--- config.mk ---
export PLATFORM = sky130hd
export DESIGN_NAME = mips_cpu_sequencer_flat
export DESIGN_NICKNAME = d
export VERILOG_FILES = /design/src/rtl/mips_cpu_pkg.sv /design/src/rtl/mips_cpu_sequencer_if.sv /design/src/rtl/mips_cpu_bus_watchdog.sv /design/src/rtl/mips_cpu_sequencer.sv /design/src/flat_wrapper.sv
export SDC_FILE = /design/constraint.sdc
export NUM_CORES = 1
export LEC_CHECK = 0
export BUFFER_PORTS_ARGS = -buffer_cell sky130_fd_sc_hd__buf_2
export CORE_MARGIN = 5
export CORE_UTILIZATION = 30
export CTS_BUF_LIST = sky130_fd_sc_hd__clkbuf_8 sky130_fd_sc_hd__clkbuf_16
export DETAILED_ROUTE_END_ITERATION = 8
export HOLD_SLACK_MARGIN = 0.02
export MAX_ROUTING_LAYER = met4
export PLACE_DENSITY = 0.52
export SLEW_MARGIN = 20
export SYNTH_ARGS = -nofsm -noshare
export SYNTH_HDL_FRONTEND = slang
export SYNTH_SLANG_ARGS = --single-unit
--- constraint.sdc ---
create_clock -name clk -period 3.25 [get_ports clk]
set_clock_uncertainty 0.15 [all_clocks]
set_input_delay 0.325 -clock clk [delete_from_list [all_inputs] [get_ports clk]]
set_output_delay 0.325 -clock clk [all_outputs]
set_load 0.005 [all_outputs]
--- src/rtl/mips_cpu_pkg.sv ---
// ---------------------------------------------------------------------------
// mips_cpu_pkg
// Shared types and constants for the MIPS multicycle control path.
//   state_t      : 4-bit sequencer state encoding, also decoded by the
//                  branch-decision unit (its EXEC compare uses state_t EXEC).
//   OP_/FN_      : opcode and function-field constants for mult/div.
//   LS_*         : load/store class mask and match values on opcode[5:0].
//   is_load / is_store / is_muldiv : instruction class helpers.
// ---------------------------------------------------------------------------
package mips_cpu_pkg;

    typedef enum logic [3:0] {
        FETCH  = 4'b0000,
        DECODE = 4'b0001,
        EXEC   = 4'b0010,
        MEM    = 4'b0011,
        WB     = 4'b0100,
        MDWAIT = 4'b0101,
        HALT   = 4'b1111
    } state_t;

    localparam logic [5:0] OP_RTYPE = 6'b000000;
    localparam logic [5:0] FN_MULT  = 6'b011000;
    localparam logic [5:0] FN_MULTU = 6'b011001;
    localparam logic [5:0] FN_DIV   = 6'b011010;
    localparam logic [5:0] FN_DIVU  = 6'b011011;

    // Loads are opcode 100xxx, stores 101xxx.
    localparam logic [5:0] LS_CLASS_MASK = 6'b111000;
    localparam logic [5:0] LOAD_MATCH    = 6'b100000;
    localparam logic [5:0] STORE_MATCH   = 6'b101000;

    function automatic logic is_load(input logic [5:0] op);
        return (op & LS_CLASS_MASK) == LOAD_MATCH;
    endfunction

    function automatic logic is_store(input logic [5:0] op);
        return (op & LS_CLASS_MASK) == STORE_MATCH;
    endfunction

    function automatic logic is_muldiv(input logic [5:0] op, input logic [5:0] fn);
        return (op == OP_RTYPE) &&
               ((fn == FN_MULT) || (fn == FN_MULTU) || (fn == FN_DIV) || (fn == FN_DIVU));
    endfunction

endpackage

--- src/rtl/mips_cpu_sequencer_if.sv ---
// ---------------------------------------------------------------------------
// mips_cpu_sequencer_if
// Memory-bus handshake between the control sequencer and the bus.
//   mem_read        : read request (instruction fetch or load)
//   mem_write       : write request (store)
//   mem_waitrequest : bus stall, request must be held while high
// Modports: master (sequencer side), slave (bus side).
// ---------------------------------------------------------------------------
interface mips_cpu_sequencer_if;
    logic mem_read;
    logic mem_write;
    logic mem_waitrequest;

    modport master (output mem_read, output mem_write, input mem_waitrequest);
    modport slave  (input mem_read, input mem_write, output mem_waitrequest);
endinterface

--- src/rtl/mips_cpu_bus_watchdog.sv ---
// ---------------------------------------------------------------------------
// mips_cpu_bus_watchdog
// Counts consecutive stalled-request cycles and trips at TIMEOUT.
// Only instantiated when MIPS_SEQ_TIMEOUT_EN is defined.
//   clk, rst_n   : clock, async active-low reset
//   stall        : a request is pending and the bus holds waitrequest
//   trip         : this stalled cycle is the TIMEOUT-th in a row
//   timeout_err  : sticky flag, set on trip, cleared only by reset
// ---------------------------------------------------------------------------
module mips_cpu_bus_watchdog #(
    parameter int TIMEOUT = 1024
) (
    input  logic clk,
    input  logic rst_n,
    input  logic stall,
    output logic trip,
    output logic timeout_err
);

    logic [15:0] wait_cnt;

    // The counter holds the number of earlier stalled cycles, so the cycle
    // in which it equals TIMEOUT-1 is the one that brings it to TIMEOUT.
    assign trip = stall && (wait_cnt == 16'(TIMEOUT - 1));

    always_ff @(posedge clk or negedge rst_n) begin
        if (!rst_n) begin
            wait_cnt    <= '0;
            timeout_err <= 1'b0;
        end else if (trip) begin
            wait_cnt    <= '0;
            timeout_err <= 1'b1;
        end else if (stall) begin
            wait_cnt <= wait_cnt + 16'd1;
        end else begin
            wait_cnt <= '0;
        end
    end

endmodule

--- src/rtl/mips_cpu_sequencer.sv ---
// ---------------------------------------------------------------------------
// mips_cpu_sequencer
// Multicycle control sequencer: FETCH/DECODE/EXEC/MEM/WB plus MDWAIT for the
// fixed-latency mult/div unit and a terminal HALT at PC 0. Taken branches
// redirect the PC at the WB of the following (delay-slot) instruction.
//
// Ports:
//   clk, rst_n     : clock, async active-low reset
//   opcode, fn     : IR[31:26], IR[5:0]
//   jump_in        : branch/jump taken (sampled in EXEC)
//   pc_zero        : PC is the halt address
//   bus (master)   : mem_read / mem_write / mem_waitrequest
//   state          : current state encoding (state_t)
//   active         : CPU running (0 only in HALT)
//   ir_write, pc_write, pc_sel, tgt_latch, md_start : datapath strobes
//   timeout_err    : bus watchdog tripped
//
// Parameters: MD_CYCLES (EXEC+MDWAIT cycles for mult/div, 2..63),
//             TIMEOUT (watchdog limit, used only with the watchdog).
// Optional feature: define MIPS_SEQ_TIMEOUT_EN to enable the bus watchdog;
// without it timeout_err is tied low and stalls are unbounded.
// ---------------------------------------------------------------------------
module mips_cpu_sequencer
    import mips_cpu_pkg::*;
#(
    parameter int MD_CYCLES = 32,
    parameter int TIMEOUT   = 1024
) (
    input  logic                  clk,
    input  logic                  rst_n,
    input  logic [5:0]            opcode,
    input  logic [5:0]            fn,
    input  logic                  jump_in,
    input  logic                  pc_zero,
    mips_cpu_sequencer_if.master  bus,
    output logic [3:0]            state,
    output logic                  active,
    output logic                  ir_write,
    output logic                  pc_write,
    output logic                  pc_sel,
    output logic                  tgt_latch,
    output logic                  md_start,
    output logic                  timeout_err
);

    state_t     state_q, state_d;
    logic       branch_pending;  // a taken branch target is waiting to be applied
    logic       branch_slot;     // the instruction in flight is the one that set it
    logic       mem_is_store;    // MEM-phase direction, captured in EXEC
    logic [5:0] md_cnt;
    logic       mem_read_c, mem_write_c;
    logic       req_stall;
    logic       wd_trip;

    // A request is outstanding in FETCH (unless halting) and in MEM; derived
    // from state alone so the watchdog never loops through the strobe logic.
    assign req_stall = rst_n && bus.mem_waitrequest &&
                       (((state_q == FETCH) && !pc_zero) || (state_q == MEM));

`ifdef MIPS_SEQ_TIMEOUT_EN
    mips_cpu_bus_watchdog #(.TIMEOUT(TIMEOUT)) u_watchdog (
        .clk         (clk),
        .rst_n       (rst_n),
        .stall       (req_stall),
        .trip        (wd_trip),
        .timeout_err (timeout_err)
    );
`else
    logic unused_timeout;
    assign unused_timeout = req_stall && (TIMEOUT != 0);
    assign wd_trip        = 1'b0;
    assign timeout_err    = 1'b0;
`endif

    // NOTE: every output of this block gets a default first, so no path can
    // leave one unassigned and infer a latch.
    always_comb begin
        state_d     = state_q;
        active      = 1'b1;
        mem_read_c  = 1'b0;
        mem_write_c = 1'b0;
        ir_write    = 1'b0;
        pc_write    = 1'b0;
        pc_sel      = 1'b0;
        tgt_latch   = 1'b0;
        md_start    = 1'b0;

        unique case (state_q)
            FETCH: begin
                if (pc_zero) begin
                    state_d = HALT;
                end else begin
                    mem_read_c = 1'b1;
                    if (wd_trip) begin
                        state_d = HALT;
                    end else if (!bus.mem_waitrequest) begin
                        ir_write = 1'b1;
                        state_d  = DECODE;
                    end
                end
            end
            DECODE: state_d = EXEC;
            EXEC: begin
                // A branch sitting in a delay slot must not overwrite the
                // target of the branch that is still pending.
                tgt_latch = jump_in && !branch_pending;
                if (is_load(opcode) || is_store(opcode)) begin
                    state_d = MEM;
                end else if (is_muldiv(opcode, fn)) begin
                    md_start = 1'b1;
                    state_d  = MDWAIT;
                end else begin
                    state_d = WB;
                end
            end
            MEM: begin
                mem_read_c  = !mem_is_store;
                mem_write_c = mem_is_store;
                if (wd_trip) begin
                    state_d = HALT;
                end else if (!bus.mem_waitrequest) begin
                    state_d = WB;
                end
            end
            MDWAIT: begin
                if (md_cnt == '0) begin
                    state_d = WB;
                end
            end
            WB: begin
                pc_write = 1'b1;
                pc_sel   = branch_pending && !branch_slot;
                state_d  = FETCH;
            end
            HALT: active = 1'b0;
            default: state_d = FETCH;
        endcase

        // Reset silences every strobe immediately, even before the state
        // register has been observed by downstream logic.
        if (!rst_n) begin
            mem_read_c  = 1'b0;
            mem_write_c = 1'b0;
            ir_write    = 1'b0;
            pc_write    = 1'b0;
            pc_sel      = 1'b0;
            tgt_latch   = 1'b0;
            md_start    = 1'b0;
        end
    end

    // NOTE: sequential state uses non-blocking assignments so every register
    // samples pre-edge values regardless of statement order.
    always_ff @(posedge clk or negedge rst_n) begin
        if (!rst_n) begin
            state_q        <= FETCH;
            branch_pending <= 1'b0;
            branch_slot    <= 1'b0;
            mem_is_store   <= 1'b0;
            md_cnt         <= '0;
        end else begin
            state_q <= state_d;
            if (state_q == EXEC) begin
                mem_is_store <= is_store(opcode);
                if (tgt_latch) begin
                    branch_pending <= 1'b1;
                    branch_slot    <= 1'b1;
                end
            end
            if (md_start) begin
                // EXEC is the first of MD_CYCLES; MDWAIT runs while the
                // counter walks down to zero inclusive.
                md_cnt <= 6'(MD_CYCLES - 2);
            end else if ((state_q == MDWAIT) && (md_cnt != '0)) begin
                md_cnt <= md_cnt - 6'd1;
            end
            if (state_q == WB) begin
                branch_slot <= 1'b0;
                if (pc_sel) begin
                    branch_pending <= 1'b0;
                end
            end
        end
    end

    assign state         = state_q;
    assign bus.mem_read  = mem_read_c;
    assign bus.mem_write = mem_write_c;

endmodule

--- src/flat_wrapper.sv ---
// flat-port wrapper written by rule: the top's interface ports become plain ports
module mips_cpu_sequencer_flat import mips_cpu_pkg::*;
#(
    parameter int MD_CYCLES = 32,
    parameter int TIMEOUT   = 1024
)
  (clk, rst_n, opcode, fn, jump_in, pc_zero, state, active, ir_write, pc_write, pc_sel, tgt_latch, md_start, timeout_err, bus_mem_read, bus_mem_write, bus_mem_waitrequest);
  mips_cpu_sequencer_if bus_i ();
  input  logic clk;
  input  logic rst_n;
  input  logic [5:0] opcode;
  input  logic [5:0] fn;
  input  logic jump_in;
  input  logic pc_zero;
  output logic [3:0] state;
  output logic active;
  output logic ir_write;
  output logic pc_write;
  output logic pc_sel;
  output logic tgt_latch;
  output logic md_start;
  output logic timeout_err;
  output wire logic [$bits(bus_i.mem_read)-1:0] bus_mem_read;
  output wire logic [$bits(bus_i.mem_write)-1:0] bus_mem_write;
  input wire logic [$bits(bus_i.mem_waitrequest)-1:0] bus_mem_waitrequest;
  assign bus_mem_read = bus_i.mem_read;
  assign bus_mem_write = bus_i.mem_write;
  assign bus_i.mem_waitrequest = bus_mem_waitrequest;
  mips_cpu_sequencer #(.MD_CYCLES(MD_CYCLES), .TIMEOUT(TIMEOUT)) u_core (.clk(clk), .rst_n(rst_n), .opcode(opcode), .fn(fn), .jump_in(jump_in), .pc_zero(pc_zero), .bus(bus_i), .state(state), .active(active), .ir_write(ir_write), .pc_write(pc_write), .pc_sel(pc_sel), .tgt_latch(tgt_latch), .md_start(md_start), .timeout_err(timeout_err));
endmodule
==> summary.txt <==
Synth
  • Yosys top cell by area: dfrtp_1
  • Seq cells post-synth: 13
  • Seq/Total Area, Yosys: 0.355
  • Syn nets: between 100 and 150
  • Warnings from Yosys: 0
  • Synth Cell Area: 916 sq um
  • Share of the synthesized area in the top cell type: 0.355
  • Unique masters post-synth: 43
  • Syn avg cell area: approximately 9 sq um
  • Synth top area cells: dfrtp_1 (36%), nand2_1 (5.7%), nand3_1 (3.3%), nor2_1 (3.3%), and4bb_2 (2.7%)
  • Post-synthesis cell count: 102

Cells and area
  • Multi-input gate area: 537 sq um
  • Fill cell total of the finished layout: roughly 300
  • Layout area overhead: 21.3%
  • Final nets: 149
  • Most frequent cells in the layout: buf_2 (26), nand2_1 (14), dfrtp_1 (13)
  • N_diodes: 0
  • Commonest non-fill, non-tap cell in the layout: buf_2
  • Reg area: 325 sq um
  • Layout cells sized above 1: 0.310

Placement
  • Routability cong.: 0.823
  • Dpl ws: about 1200 ps
  • IO buf count: 26
  • DP Wirelength: 1640 um

CTS
  • Worst skew pair latency: 250 ps
  • PostCTS Resize Cnt: 0
  • H-tree depth: 1
  • Clock sinks: 13
  • Root buf cell: clkbuf_8
  • CTS buffer count: 3
  • TritonCTS clock tree: yes
  • Clock buffer depth: 2
  • Clock-pin slew on the worst setup and hold paths: 60 ps

Floorplan
  • Starting Density: 0.308
  • Core area: ~3000 sq um
  • Rows: 20
  • Horiz. Die Dim: 65.3 um
  • Die Ht: approximately 65 um
  • Die ar.: 4260 sq um
  • I/O pins: 30

Setup path
  • Worst EP arrival: roughly 1900 ps
  • CP peak stage delay: 520 ps
  • Critical path's slowest cell: dlygate4sd3_1
  • Worst R2R Setup Slack: roughly 1500 ps
  • Most frequent CP cell: buf_2
  • Worst Path Required: 2770 ps
  • Worst setup SP type: input port
  • Cell chain of the critical path: dlygate4sd3_1, buf_2, nand2_1, and4bb_2, buf_2
  • CP max FO: 16
  • Setup crit end kind: output port
  • Crit Path Class: in -> out

Route
  • TritonRoute pass-1 iters: 4
  • Detailed router's first-iteration violation count: 14
  • ANT nets after route: 0
  • Via count: 830
  • DRC: 0
  • Post-Route WL: 2110 um
  • Routed length per instance: ~13 um
  • DR vias/cell: approximately 5.1

Timing
  • Slew Limit Fails: 0
  • FMAX: about 430 MHz
  • Tcrit/Tclk final: 0.715
  • Final setup violation count: 0
  • RSZ-0062 raised after global routing: no
  • Setup ws final: 925 ps
  • Final Hold Vio Count: 0
  • TNS Setup: 0 ps
  • Tmin final: 2330 ps

Power
  • Maximum VDD drop: 279 uV
  • P per Cell Area: 756 nW/um^2
  • Leakage: 0.513 nW
  • Total power: 840 uW

Run status
  • Run status: finished clean

Global route
  • Met1 Use GR: 0.153
  • First-pass GRT wire length: 3640 um
  • Met3 Use GR: 0.0188
  • Most used routing layer: met2
  • Grt total ovfl: 0
  • Antenna violations before repair: 0
  • Met2 Use GR: 0.158
  • Total track usage: 0.113
  • Vias in the first global route: 788
  • Largest net degree at the start of global routing: 17

Job
  • Max Cap Viol: 0

Min path
  • HP Class: in -> reg
[per-stage QoR]
step	util	hold slack, ps	cell area (sq um)	cells
2_1_floorplan	-	-121	916	102
3_3_place_gp	0.355	99.7	1060	157
3_5_place_dp	0.355	103	1060	157
4_1_cts	0.373	183	1110	162
5_1_grt	0.373	217	1110	162
6_report	0.373	180	1110	162
[final timing paths]
path	endpoint	from	depth (start not counted)
setup / recovery	tgt_latch	rst_n	5
hold / removal	u_core.mem_is_store	opcode[3]	3
setup reg to reg	u_core.md_cnt[3]	u_core.state[1]	4
hold reg to reg	u_core.mem_is_store	u_core.mem_is_store	2
max in group asynchronous	u_core.md_cnt[5]	rst_n	2
min in group asynchronous	u_core.mem_is_store	rst_n	2
[power breakdown]
| part | switching, mW | internal, mW |
|---|---|---|
| clock network | 0.0611 | 0.0835 |
| logic | 0.178 | 0.179 |
| registers | 0.111 | 0.227 |
| total | 0.350 | 0.489 |
[per-layer routing]
metal / vias to the layer above / share of wire
li1: 424 / -
met1: 378 / 0.50
met2: 24 / 0.44
met3: 4 / 0.043
met4: 0 / 0.022
met5: - / 0
[flip-flops by register name, indices dropped and copies added, names as in the netlist]
signal	cells
u_core.md_cnt	6
u_core.state	4
u_core.branch_slot	1
u_core.mem_is_store	1
u_core.branch_pending	1
[worst max-delay path: cells and delay by family]
kind / cells / cell delay (ps)
buffers and inverters: 3 / 970
and+or+nand+nor: 2 / 550
[synthesized netlist by cell type (all sizes together)]
cell and instances:
o21ba 1, mux2i 1, o21ai 6, conb 1, buf 4, nor2 9, nand3b 1, o211ai 2
a21oi 1, nand2 14, a2bb2oi 1, nor4b 2, o31ai 1, o22ai 2, nand4 2, or2 1
xor2 1, inv 6, and4bb 2, a21bo 1, or3 3, a22o 1, xnor2 1, nor4 2
and4b 1, o41ai 1, nor2b 4, mux2 1, a2111oi 1, nand2b 2, ha 2, nor3b 1
and2b 1, a21boi 1, nand3 6, dfrtp 13, a32oi 2
[timing repair]
action / CTS / global route
endpoints found under the hold margin: 13 / 0
endpoints found under the setup margin: 0 / 0
hold buffers: 1 / 0
buffers inserted: 0 / 0
[cell type report]
| cell class | instances | share of cell area |
|---|---|---|
| Inverter | 6 | 0.0203 |
| Clock inverter | 1 | 0.00338 |
| Sequential cell | 13 | 0.293 |
| Multi-Input combinational cell | 79 | 0.483 |
| Timing Repair Buffer | 27 | 0.126 |
| Clock buffer | 3 | 0.0372 |
| Tap cell | 33 | 0.0372 |
[cells by family after synthesis]
| family | after synthesis | synth area share |
|---|---|---|
| AO/OA/AOI/OAI | 21 | 0.176 |
| XOR/XNOR | 2 | 0.0191 |
| multiplexers | 2 | 0.0232 |
| adder cells (fa/ha/maj) | 2 | 0.0273 |
| flip-flops | 13 | 0.355 |
| buffers and inverters | 10 | 0.0587 |
| AND/OR/NAND/NOR | 51 | 0.336 |
| other | 1 | 0.00409 |
(Power assumes the default switching activity.)
